### config.mk
export PLATFORM = sky130hd
export DESIGN_NAME = shift_buff_reg
export DESIGN_NICKNAME = d
export VERILOG_FILES = /design/src/rtl/shift_buff_reg.sv
export SDC_FILE = /design/constraint.sdc
export NUM_CORES = 1
export LEC_CHECK = 0
export ABC_AREA = 1
export BUFFER_PORTS_ARGS = -buffer_cell sky130_fd_sc_hd__buf_2
export CORE_AREA = 2 2 39 41
export DETAILED_ROUTE_END_ITERATION = 8
export DIE_AREA = 0 0 41 43
export GPL_ROUTABILITY_DRIVEN = 1
export REMOVE_ABC_BUFFERS = 1
export SYNTH_ARGS = -nofsm -noshare
export SYNTH_HDL_FRONTEND = slang
export SYNTH_SLANG_ARGS = --single-unit
export TNS_END_PERCENT = 1
### constraint.sdc
create_clock -name CLOCK -period 0.8 [get_ports CLOCK]
set_clock_uncertainty 0.1 [all_clocks]
set_input_delay 0.12 -clock CLOCK [delete_from_list [all_inputs] [get_ports CLOCK]]
set_output_delay 0.12 -clock CLOCK [all_outputs]
set_load 0.01 [all_outputs]
### src/rtl/shift_buff_reg.sv
// Parameterised n-bit buffer / left-shift register with asynchronous clear.
// Each rising edge applies load, else shift-in of D_IN at the LSB, else hold.
module shift_buff_reg #(
  parameter int reg_size = 4
) (
  output logic [reg_size-1:0] Q,
  input  logic [reg_size-1:0] X,
  input  logic                LOAD,
  input  logic                SHIFT_L,
  input  logic                D_IN,
  input  logic                CLEAR,
  input  logic                CLOCK
);

  logic [reg_size-1:0] shifted;
  logic [reg_size-1:0] next_q;

  // A one-bit register has no upper bits to keep, so a shift is just D_IN.
  generate
    if (reg_size == 1) begin : g_single
      assign shifted = D_IN;
    end else begin : g_multi
      assign shifted = {Q[reg_size-2:0], D_IN};
    end
  endgenerate

  always_comb begin
    next_q = Q;
    if (LOAD)
      next_q = X;
    else if (SHIFT_L)
      next_q = shifted;
  end

  always_ff @(posedge CLOCK or posedge CLEAR) begin
    if (CLEAR)
      Q <= '0;
    else
      Q <= next_q;
  end

endmodule

==> results.py <==
metrics = {
    "grt": {
        "grt_pass1_vias": 229,
        "overflow": 0,
        "antenna_found_initial": 0,
        "grt_max_degree": 6,
        "grt_usage_pct": 7.84,
        "grt_pass1_wl_um": 855,
    },
    "critical_path": {
        "cp-end-kind": "output port",
        "critical-path-max-stage-delay_ns": 0.36,
        "critical-path-top-delay-family": "flip-flops",
        "worstPathCellList": "buf_2",
        "crit_slowest_cell": "dfrtp_1",
        "critPathKind": "flop to output port",
        "required_ns": 0.58,
        "path_buf_inv": 1,
        "cp.arrival_ns": 0.73,
        "worstSetupStartpoint": "Q[3]$_DFFE_PP0P_",
        "cp_max_fo": 2,
        "startpoint_type": "flop",
        "rr_startpoint": "Q[0]$_DFFE_PP0P_",
    },
    "cts": {
        "htreeDepth": 1,
        "worst_skew_pair.late_latency_ns": 0.24,
        "clockRootBuffer": "clkbuf_4",
        "cts.sinks": 4,
        "cts_buffer_depth": 2,
        "cts-buffers-inserted": 3,
        "clkSlewWorstSetupHoldPaths_ns": 0.04,
        "cts_tree": "yes",
    },
    "pwr": {
        "p_leak_nw": 0.198,
        "powerDensity_nw_per_um2": 1770,
        "ir_drop_uv": 856,
        "p_total_uw": 631,
    },
    "die": {
        "die_w_um": 41,
        "start_util_pct": 13.1,
        "row_count": 14,
        "boundaryPins": 13,
        "die_h_um": 43,
        "core_area_um2": 1380,
        "die-area_um2": 1760,
    },
    "yosys": {
        "synthDistinctLibCells": 5,
        "synth_area_leaders": "dfrtp_1, nand3_1, nand2_1, inv_1, nor2_1",
        "yosys.area.top_type": "dfrtp_1",
        "netlist.area_leader.share_pct": 55.2,
        "ys_ff_latch": 4,
        "synth.avg_cell_area_um2": 7.89,
        "synthCells": 23,
        "synthesis.area_um2": 181,
        "synth.yosys.warnings": 0,
        "ys_seq_area_share_pct": 55.2,
    },
    "sta": {
        "hold_violations": 0,
        "max_slew_margin_pct": 79.0,
        "fin_crit_ns": 0.955,
        "setup_ws_ns": -0.155,
        "min_period_over_period_pct": 119,
        "rsz0062_at_grt": "true",
        "worst_pin_slew_ns": 0.314,
        "drv_slew": 0,
        "whs_ns": 0.00745,
        "fmax_ghz": 1.05,
        "finalSetupViolCount": 8,
    },
    "layout": {
        "num-nets-final": 56,
        "n_antenna_cell": 0,
        "fillerInstances": 156,
        "reg_top3": "Q x4",
        "drive_above_1_share_pct": 55.6,
        "largest_register_ffs": 4,
        "multi_input_area_um2": 91.3,
        "top_register": "Q",
        "area_growth_pct": 96.6,
        "layout.area.seq_um2": 100,
    },
    "routing": {
        "postRouteAntennaNets": 0,
        "drtIter0Drc": 4,
        "vias_per_cell": 3.92,
        "drc": 0,
        "firstDrtPassIters": 2,
        "wirelength_um": 540,
        "post_drt_wl_per_cell_um": 8.85,
        "dr_total_vias": 239,
    },
    "placed_design": {
        "gp_congestion": 0.762,
        "io_buffers": 12,
        "dp_hpwl_um": 403,
        "dp_worst_setup_slack_ns": -0.00743,
    },
    "flow_run": {
        "max-cap-violations": 0,
    },
    "min_path": {
        "min_path_type": "input port to flop",
        "worstHoldStart": "X[3]",
    },
    "run_status": {
        "violations": "negative setup slack",
        "status": "finished, violations left",
    },
}
## what timing repair did
item,in CTS,in global routing
buffers inserted,4,0
pin swaps,1,0
setup endpoints to repair,4,8
resized for setup,2,2
gates cloned,0,0
endpoints found under the hold margin,4,0
hold buffers,1,0
## cell families after synthesis
logic type    share of synthesized area (%)
buf+inv                                4.14
flops                                  55.2
simple gates                           40.7
## path summary, 6_finish.rpt
kind                       depth (start not counted)  slack (ns)                to
hold / removal                                     3       0.007  Q[3]$_DFFE_PP0P_
setup / recovery                                   1       -0.15              Q[3]
setup reg to reg                                   3       -0.06  Q[1]$_DFFE_PP0P_
min in group asynchronous                          3        0.21  Q[2]$_DFFE_PP0P_
hold reg to reg                                    3        0.46  Q[3]$_DFFE_PP0P_
max in group asynchronous                          3        0.23  Q[0]$_DFFE_PP0P_
## layout make-up
cell class / count / area share, %
Timing Repair Buffer: 19 / 32.3
Clock buffer: 3 / 6.32
Sequential cell: 4 / 28.1
Multi-Input combinational cell: 17 / 25.6
Inverter: 2 / 2.11
Tap cell: 16 / 5.61
## power breakdown
part | total (mW) | internal (mW) | switching (mW)
Clock | 0.254 | 0.168 | 0.0864
Combinational | 0.144 | 0.0772 | 0.0672
Sequential | 0.232 | 0.224 | 0.00825
## Yosys cell counts, drive strengths merged
| master | number |
|---|---|
| dfrtp | 4 |
| inv | 2 |
| nand2 | 8 |
| nand3 | 8 |
| nor2 | 1 |
## layout by cell type, fill, tap and decap left out
master / synthesis / layout
buf_2: 0 / 12
nand2_1: 8 / 7
buf_4: 0 / 6
nand3_1: 8 / 5
dfrtp_1: 4 / 4
nand3_2: 0 / 3
clkbuf_4: 0 / 3
inv_1: 2 / 2
nor2_1: 1 / 1
nand2_2: 0 / 1
dlygate4sd3_1: 0 / 1
## routing by layer
metal  GRT usage, %  part of all wire, %
met1           7.42                   38
met2           11.6                   52
met3           9.42                   11
met4              0                    0
met5              0                    0
## through the flow
stage	setup TNS, ns	utilization [%]	instances	cell area, µm²
finish	-0.784	25.8	61	357
global placement	0	20.0	53	277
floorplan	0	-	23	181
CTS	-0.828	25.2	61	349
global route	-1.05	25.8	61	357
detailed placement	-0.00743	20.0	53	277
(Power assumes the default switching activity.)
